<file path="config.mk">
export PLATFORM = sky130hd
export DESIGN_NAME = axis_width_downconverter
export DESIGN_NICKNAME = d
export VERILOG_FILES = /design/src/rtl/axis_width_downconverter.sv
export SDC_FILE = /design/constraint.sdc
export NUM_CORES = 1
export LEC_CHECK = 0
export ABC_AREA = 0
export CAP_MARGIN = 0
export CELL_PAD_IN_SITES_DETAIL_PLACEMENT = 0
export CELL_PAD_IN_SITES_GLOBAL_PLACEMENT = 1
export CORE_ASPECT_RATIO = 1.4
export CORE_UTILIZATION = 36
export DETAILED_ROUTE_END_ITERATION = 10
export GPL_TIMING_DRIVEN = 0
export PLACE_DENSITY_LB_ADDON = 0.1
export SLEW_MARGIN = 20
export SYNTH_ARGS = -nofsm -noshare
export SYNTH_HDL_FRONTEND = slang
export SYNTH_SLANG_ARGS = --single-unit
</file>
<file path="constraint.sdc">
create_clock -name aclk -period 1.6 [get_ports aclk]
set_input_delay 0.32 -clock aclk [delete_from_list [all_inputs] [get_ports aclk]]
set_output_delay 0.32 -clock aclk [all_outputs]
set_load 0.005 [all_outputs]
</file>
<file path="src/rtl/axis_width_downconverter.sv">
// axis_width_downconverter: unpacks one wide AXI-Stream beat into RATIO narrow beats, lane 0 first.
// Define AXIS_DOWNCONV_TKEEP_EN to add s_axis_tkeep; lanes with keep=0 are skipped without idle cycles.
module axis_width_downconverter #(
  parameter int DATA_WIDTH = 16,
  parameter int RATIO = 4
) (
  input  logic                        aclk,
  input  logic                        aresetn,
  input  logic [DATA_WIDTH*RATIO-1:0] s_axis_tdata,
  input  logic                        s_axis_tvalid,
  input  logic                        s_axis_tlast,
`ifdef AXIS_DOWNCONV_TKEEP_EN
  input  logic [RATIO-1:0]            s_axis_tkeep,
`endif
  output logic                        s_axis_tready,
  output logic [DATA_WIDTH-1:0]       m_axis_tdata,
  output logic                        m_axis_tvalid,
  output logic                        m_axis_tlast,
  input  logic                        m_axis_tready
);
  localparam int IW = RATIO > 1 ? $clog2(RATIO) : 1;
  logic [DATA_WIDTH*RATIO-1:0] r_data;
  logic r_last, r_valid, last_lane, s_acc, m_hs, load_valid;
  logic [IW-1:0] r_idx, nxt_idx, first_idx;
`ifdef AXIS_DOWNCONV_TKEEP_EN
  logic [RATIO-1:0] r_keep;
  // Downward scans leave the lowest qualifying lane as the winner.
  always_comb begin
    nxt_idx = r_idx;
    last_lane = 1'b1;
    first_idx = '0;
    for (int i = RATIO - 1; i >= 0; i--) begin
      if (i > int'(r_idx) && r_keep[i]) begin
        nxt_idx = IW'(i);
        last_lane = 1'b0;
      end
      if (s_axis_tkeep[i]) first_idx = IW'(i);
    end
  end
  assign load_valid = |s_axis_tkeep;
`else
  assign last_lane = r_idx == IW'(RATIO - 1);
  assign nxt_idx = r_idx + 1'b1;
  assign first_idx = '0;
  assign load_valid = 1'b1;
`endif
  assign m_hs = r_valid && m_axis_tready;
  assign s_axis_tready = aresetn && (!r_valid || (m_axis_tready && last_lane));
  assign s_acc = s_axis_tvalid && s_axis_tready;
  assign m_axis_tvalid = r_valid;
  assign m_axis_tdata = r_data[r_idx*DATA_WIDTH +: DATA_WIDTH];
  assign m_axis_tlast = r_last && last_lane;
  always_ff @(posedge aclk) begin
    if (!aresetn) begin
      r_valid <= 1'b0;
      r_idx <= '0;
      r_last <= 1'b0;
      r_data <= '0;
`ifdef AXIS_DOWNCONV_TKEEP_EN
      r_keep <= '0;
`endif
    end else if (s_acc) begin
      r_data <= s_axis_tdata;
      r_last <= s_axis_tlast;
      r_valid <= load_valid;
      r_idx <= first_idx;
`ifdef AXIS_DOWNCONV_TKEEP_EN
      r_keep <= s_axis_tkeep;
`endif
    end else if (m_hs) begin
      r_idx <= last_lane ? '0 : nxt_idx;
      r_valid <= !last_lane;
    end
  end
endmodule

</file>
======== Word-level counts from Yosys, hierarchy flattened ========
Index checks and enable logic that the tools add are counted.
storage, ports and cells
  bits in registers ....................... 68
  input bits .............................. 69
  output and inout port bits .............. 19
  word-level logic and storage cells ...... 21
operators by class
  add/subtract/negate cells ............... 1
  eq/ne operators ......................... 1
  shift operators ......................... 1
  muxes and demuxes ....................... 3
  bitwise gates (word level) .............. 1
  reductions and logical operators ........ 10
operator list
  kind                                          count
  indexed part select 64 x 7 -> 16 bit          1
  logical AND 1 bit                             5
  adder 2 x 1 -> 2 bit (second input constant)  1
  equality test 2 bit (second input constant)   1
  zero test 1 bit                               2
  2-to-1 mux 1 bit                              2
  2-to-1 mux 2 bit                              1
  nonzero test 2 bit                            1
  OR reduction 2 bit                            1
  logical OR 1 bit                              1
  inverter 1 bit                                1

======== Depth between registers and ports, before layout ========
Gate-level depths: netlist (run 1).
  word-level depth ........................ 6
  gate-level depth with buffers ........... 6
  mapped depth without buffers ............ 4

======== Worst setup path before layout (run 1) ========
Ideal clock, no wire load.
  path type ............................... register to output
  start point ............................. register r_idx[0]
  end point ............................... output port m_axis_tdata[0]
  data arrival time ....................... 1,198 ps
  data required time ...................... 1,280 ps
  slack ................................... 82 ps
  stages on the path, launching flop included .. 4
  buffers on the path ..................... 2
  cells stage by stage .................... dfxtp_1 buf_4 buf_6 mux4_2
on the way
  word-level cells in the longest chain between the ends .. 1
RTL lines
  item                                  RTL line  text
  start, declared                       24        logic [IW-1:0] r_idx, nxt_idx, first_idx;
  start signal, assigned                66        r_idx <= first_idx;
  start signal, assigned                71        r_idx <= last_lane ? '0 : nxt_idx;
  indexed part select 64 x 7 -> 16 bit  51        assign m_axis_tdata = r_data[r_idx*DATA_WIDTH +: DATA_WIDTH];
  end, declared                         16        output logic [DATA_WIDTH-1:0] m_axis_tdata,
No other way between the ends.

======== Final worst setup path (run 1) ========
  start point ............................. register r_idx[0]
  end point ............................... output port m_axis_tdata[14]
Same word-level chain as after synthesis.

==> summary.txt, run 1 <==
Yosys
  – Top FF cell, synth: dfxtp_1
  – Post-Synth XOR/XNOR Area: 0%
  – Multiplexer area fraction after synthesis: 32.7%
  – Ranking of synthesized cells by area: dfxtp_1, mux2i_1, mux4_2
  – FF+latch count, synth: 68
  – Synthesized area: 0.00312 mm^2
  – Syn avg cell area: 9.93 um^2
  – Post-Syn Nets: 384
  – Yosys cell types: 20
  – Cell taking the most area after synthesis: dfxtp_1
  – Cell count after synthesis: 314
  – Register area share after synthesis: 43.7%
  – Simple-gate share of the synthesized area: 9.87%
  – Main combinational cell family by area after synthesis: multiplexers
  – Asr flop ratio synth: 0%
  – Synth top cells by count: dfxtp_1, nand2_1, mux2i_1, inv_1, mux4_2
  – Compound-Gate Fraction of Synth Area: 1.20%
  – Yosys top cell area share: 43.7%
  – EDFF count, synth: 0
  – Adder-Cell Fraction of Synth Area: 0.401%
  – Syn. warnings: 0

Outcome
  – Failing checks: setup timing
  – Run status: complete, but fails checks

Timing
  – Tcrit/Tclk final: 119%
  – Setup violators final: 69
  – Final hold viol count: 0
  – RSZ-0062 raised after global routing: true
  – Pins over their slew limit: 0
  – Skew final: 0.00722 ns
  – Post-layout min period: 1.90 ns
  – Measured slew at the worst slew-check pin: 0.636 ns
  – Post-route worst setup slack: -0.303 ns
  – Slew HR: 57.6%
  – FMAX: 0.525 GHz

Clocking
  – CTS tree: yes
  – Clock transition at path regs: 0.06 ns
  – Clk sinks: 68
  – Hold buffer count at CTS: 0
  – Root Driver: clkbuf_16
  – Max H-tree Level: 3
  – Clock Tree Buf Depth: 2
  – Skew-Pair Late Insertion Delay: 0.32 ns
  – Total CTS buffers: 9

Layout
  – Layout Cells excl Fill: 539
  – Post-layout instance area: 0.00477 mm^2
  – Fillers: 761
  – Ant diodes: 0
  – Nets: 503
  – Layout area overhead: 53.0%
  – Layout cell share with drive strength beyond 1: 20.6%
  – Core Util, Final: 57.5%

Hold path
  – Hold path depth: 2
  – HP Class: register to register
  – Min-delay src: r_data[53]
  – Hold path endpoint: r_data[53]

Setup path
  – Reg2reg path depth: 10
  – CP peak stage delay: 0.50 ns
  – CP max-delay cell: mux4_2
  – FF-to-FF Start: r_idx[0]
  – Reg2reg end: r_data[12]
  – Critical path endpoint category: output pin
  – Arrival @ worst endpoint: 1.58 ns
  – WP data required: 1.28 ns
  – Crit-path max FO: 6
  – Crit path kind: register to output pin
  – Nature of the critical path startpoint: register
  – Crit-path most repeated cell: buf_12
  – FF-to-FF setup slack: -0.12 ns
  – Cells along the critical path: buf_12, buf_12, mux4_2, buf_2

Power
  – Overall power: 4.42 mW
  – Leak Pwr: 2.11 nW
  – Worst VDD drop: 0.000609 V
  – PD cells: 927 mW/mm^2

Placed design
  – Port Buffers: 86
  – Placed Area: 0.00411 mm^2
  – Place WS: -0.549 ns
  – Final Wtd Congestion: 0.743
  – HPWL after DPL: 5.29 mm
  – Post-Place Cells: 502

Drt
  – Via count: 2448
  – Detailed Routing Iterations Pass 1: 4
  – Vias/cell: 4.54
  – DRC errors left: 0
  – Antenna Violating Nets Remaining: 0
  – Routed wire length per instance: 15.6 um
  – Drt total wl: 8.42 mm
  – Initial DRC count: 135

Floorplan
  – Die H: 112 um
  – Initial Utilization: 37.6%
  – Cell row count: 39
  – Core Area: 0.00830 mm^2
  – Die ar.: 0.00904 mm^2
  – Die Wd: 80.7 um
  – # IOs: 88

GRT
  – Global-route wire length before repair: 11.9 mm
  – Total gr overflow: 0
  – Pin count of the biggest net entering global routing: 11
  – GRT Overall Usage: 18.4%
  – Initial antenna violation count: 0
  – Vias in the first global route: 2373

Job
  – Max-cap violations: 0
-- sequential cells by signal, indices dropped and copies added (netlist names) --
signal and flops:
r_data 64, r_idx 2, m_axis_tvalid 1, r_last 1
-- worst max-delay path: cells and delay by family (launching register included) --
kind | cells | cell delay [ns]
multiplexers | 1 | 0.50
buffers and inverters | 3 | 0.41
flip-flops | 1 | 0.35
-- worst max-delay path by stage --
stage,from,to,slack [ns],cells past startpoint
after global placement,r_idx[0],m_axis_tdata[4],-0.54,4
after CTS,r_idx[0],m_axis_tdata[0],-0.38,5
after detailed placement,r_idx[0],m_axis_tdata[10],-0.55,4
final,r_idx[0],m_axis_tdata[14],-0.30,4
after global routing,r_idx[0],m_axis_tdata[14],-0.36,4
after floorplan,r_idx[0],m_axis_tdata[0],0.08,3
-- layout make-up --
type	instances	area [um^2]	area share, %
plain buffers	19	241	5.06
clock buffers	13	260	5.45
clock inverters	2	10.0	0.210
inverters	65	244	5.11
multi-input cells	162	1400	29.2
flip-flops and latches	68	1360	28.6
well taps	102	128	2.67
repair buffers	108	1130	23.7
-- cell usage in the layout (no fill, tap or decap), types with 7 or more instances in the layout --
| cell | n |
|---|---|
| clkbuf_1 | 7 |
| buf_2 | 17 |
| buf_6 | 9 |
| clkdlybuf4s50_1 | 68 |
| mux2i_1 | 65 |
| clkbuf_16 | 16 |
| mux4_2 | 16 |
| inv_1 | 65 |
| buf_4 | 8 |
| buf_12 | 11 |
| dfxtp_1 | 66 |
| nand2_1 | 68 |
-- power breakdown --
part           total, mW  internal (mW)  switching (mW)
logic              0.746          0.471           0.275
registers           1.88           1.82          0.0621
clock network       1.80           1.12           0.677
-- layer usage --
| layer | vias up | track usage (%) | wire (um) |
|---|---|---|---|
| met4 | 0 | 6.07 | 102 |
| met2 | 67 | 32.2 | 4400 |
| met5 | - | 0 | 0 |
| met1 | 1140 | 21.7 | 3550 |
| li1 | 1233 | - | - |
| met3 | 8 | 4.07 | 367 |
-- timing repair --
action | 4_1_cts | 5_1_grt
cloned | 1 | 7
endpoints found under the setup margin | 18 | 72
endpoints found under the hold margin | 0 | 0
setup buffers | 8 | 7
gates resized for setup | 102 | 14
pin swaps | 3 | 1
-- cell families after synthesis --
| group | count (synthesis) |
|---|---|
| buf+inv | 84 |
| mux | 82 |
| simple gates | 75 |
| flops | 68 |
| compound gates | 4 |
| fa+ha+maj | 1 |
-- per-stage QoR --
step | hold slack (ns) | TNS [ns]
3_3_place_gp | 0.440 | -15.96
6_report | 0.455 | -8.64
5_1_grt | 0.467 | -12.41
3_5_place_dp | 0.447 | -16.88
2_1_floorplan | 0.430 | 0
4_1_cts | 0.455 | -5.17
No activity file was read; power rests on OpenSTA's default activity.
==> run 2, diff against run 1 <==
REMOVE_ABC_BUFFERS = 1   (was not set)
==> run 2 against run 1 <==
The run still ends with setup timing left. Sequential share of layout area up 1.1 points. Cell count down 1.5%. Wire length down 18%. Clock-buffer cell count unchanged. Global-route usage down 2.7 points. Non-clock buffer count down 8. Maximum frequency up 4.2%. Die area unchanged. Worst hold slack worse by 0.0073 ns. Sequential power about the same. Largest power group unchanged.
==> summary.txt, run 2 (same netlist as run 1, synthesis figures left out) <==
Hold path
  – HP Class: input port to register
  – Hold path depth: 3

Drt
  – Vias/cell: 4.43
  – DRC errors left: 0
  – Initial DRC count: 90
  – Antenna Violating Nets Remaining: 0
  – Drt total wl: 6.87 mm
  – Routed wire length per instance: 12.9 um
  – Detailed Routing Iterations Pass 1: 4
  – Via count: 2350

Placed design
  – HPWL after DPL: 3.97 mm
  – Port Buffers: 87
  – Placed Area: 0.00405 mm^2
  – Post-Place Cells: 487
  – Final Wtd Congestion: 0.665

Layout
  – Nets: 495
  – Top Registers: r_data: 64 flops, r_idx: 2 flops
  – Layout cell share with drive strength beyond 1: 20.5%
  – Top reg by flops: r_data
  – Most frequent cells in the layout: nand2_1, clkdlybuf4s50_1, mux2i_1, inv_1, dfxtp_1
  – Fillers: 768
  – Post-layout instance area: 0.00462 mm^2
  – Layout area overhead: 48.1%
  – Ant diodes: 0
  – Max reg flops: 64
  – Layout Cells excl Fill: 531

Clocking
  – Clk sinks: 68
  – Total CTS buffers: 9
  – CTS tree: yes
  – Max H-tree Level: 3
  – Clock transition at path regs: 0.05 ns
  – Hold buffer count at CTS: 0
  – Skew-Pair Late Insertion Delay: 0.33 ns
  – Root Driver: clkbuf_16
  – Clock Tree Buf Depth: 2

Power
  – Overall power: 4.34 mW
  – Worst VDD drop: 0.000522 V
  – Leak Pwr: 2.06 nW
  – PD cells: 939 mW/mm^2

Timing
  – Final hold viol count: 0
  – Pins over their slew limit: 0
  – Tcrit/Tclk final: 114%
  – Setup violators final: 33
  – FMAX: 0.547 GHz
  – RSZ-0062 raised after global routing: true
  – Skew final: 0.00289 ns
  – Post-layout min period: 1.83 ns
  – Hold slack: 0.447 ns
  – Slew HR: 64.8%
  – Post-route worst setup slack: -0.227 ns
  – Measured slew at the worst slew-check pin: 0.529 ns

Floorplan
  – Die ar.: 0.00904 mm^2
  – Initial Utilization: 37.6%
  – Die Wd: 80.7 um
  – Die H: 112 um
  – # IOs: 88
  – Cell row count: 39
  – Core Area: 0.00830 mm^2

Setup path
  – CP peak stage delay: 0.51 ns
  – Crit path kind: register to output pin
  – CP max-delay cell: mux4_2
  – Arrival @ worst endpoint: 1.51 ns
  – WP data required: 1.28 ns
  – Nature of the critical path startpoint: register
  – Critical path endpoint category: output pin
  – Crit-path max FO: 7
  – Reg2reg path depth: 9
  – Cells along the critical path: buf_12, mux4_2, buf_2

GRT
  – Pin count of the biggest net entering global routing: 71
  – Total gr overflow: 0
  – Vias in the first global route: 2275
  – GRT Overall Usage: 15.6%
  – Global-route wire length before repair: 10.6 mm
  – Initial antenna violation count: 0

Job
  – Max-cap violations: 0

Outcome
  – Failing checks: setup timing
  – Run status: complete, but fails checks
==> run 2: changes by cell type in the layout (fill, tap and decap cells not counted), moves of 2 or more <==
cell and delta:
buf_12 -7, clkbuf_1 -5, buf_4 +7, buf_8 -2, dfxtp_4 +2, clkbuf_16 -2
==> run 2: area by class of cell <==
type | count | area (um^2) | share of cell area [%]
repair buffers | 119 | 1210 | 26.3
clock inverters | 2 | 10.0 | 0.217
well taps | 102 | 128 | 2.76
flip-flops and latches | 68 | 1370 | 29.7
clock buffers | 13 | 260 | 5.64
inverters | 65 | 244 | 5.28
multi-input cells | 162 | 1390 | 30.2
==> run 2: worst paths after layout <==
path | start | to | slack, ns
worst max-delay path | r_idx[0] | m_axis_tdata[7] | -0.23
worst min-delay path | aresetn | r_data[22] | 0.45
worst max register to register | r_idx[0] | r_data[5] | -0.04
worst min register to register | r_data[56] | r_data[56] | 0.45
==> run 2: report_power, final <==
group	total [mW]	internal, mW	switching, mW
Sequential	1.88	1.82	0.0609
Combinational	0.665	0.429	0.236
Clock	1.79	1.12	0.675
Total	4.34	3.36	0.972
==> run 2: through the flow <==
| stage | setup WS, ns | setup TNS, ns | util (%) |
|---|---|---|---|
| after floorplan | -1.51 | -104.26 | - |
| after detailed placement | -1.07 | -68.89 | 48.8 |
| after global placement | -3.79 | -273.05 | 48.0 |
| after CTS | -0.271 | -3.95 | 53.1 |
| after global routing | -0.281 | -7.80 | 55.7 |
| final | -0.227 | -3.69 | 55.7 |
==> run 2: critical path, delay by kind of cell, from the launching register on <==
| kind | cells | cell delay, ns |
|---|---|---|
| buffers and inverters | 2 | 0.28 |
| flip-flops | 1 | 0.39 |
| multiplexers | 1 | 0.51 |
==> run 2: what timing repair did <==
item,4_1_cts,5_1_grt
setup endpoints to repair,86,29
gates resized for setup,80,9
gates cloned,1,5
buffers inserted,12,12
pin swaps,2,3
hold endpoints to repair,0,0
==> run 2: routing by layer <==
metal  part of all wire, %  track usage [%]
met2                    50             25.4
met4                   2.1             8.57
met3                   5.0             3.58
met1                    43             18.8
met5                     0                0
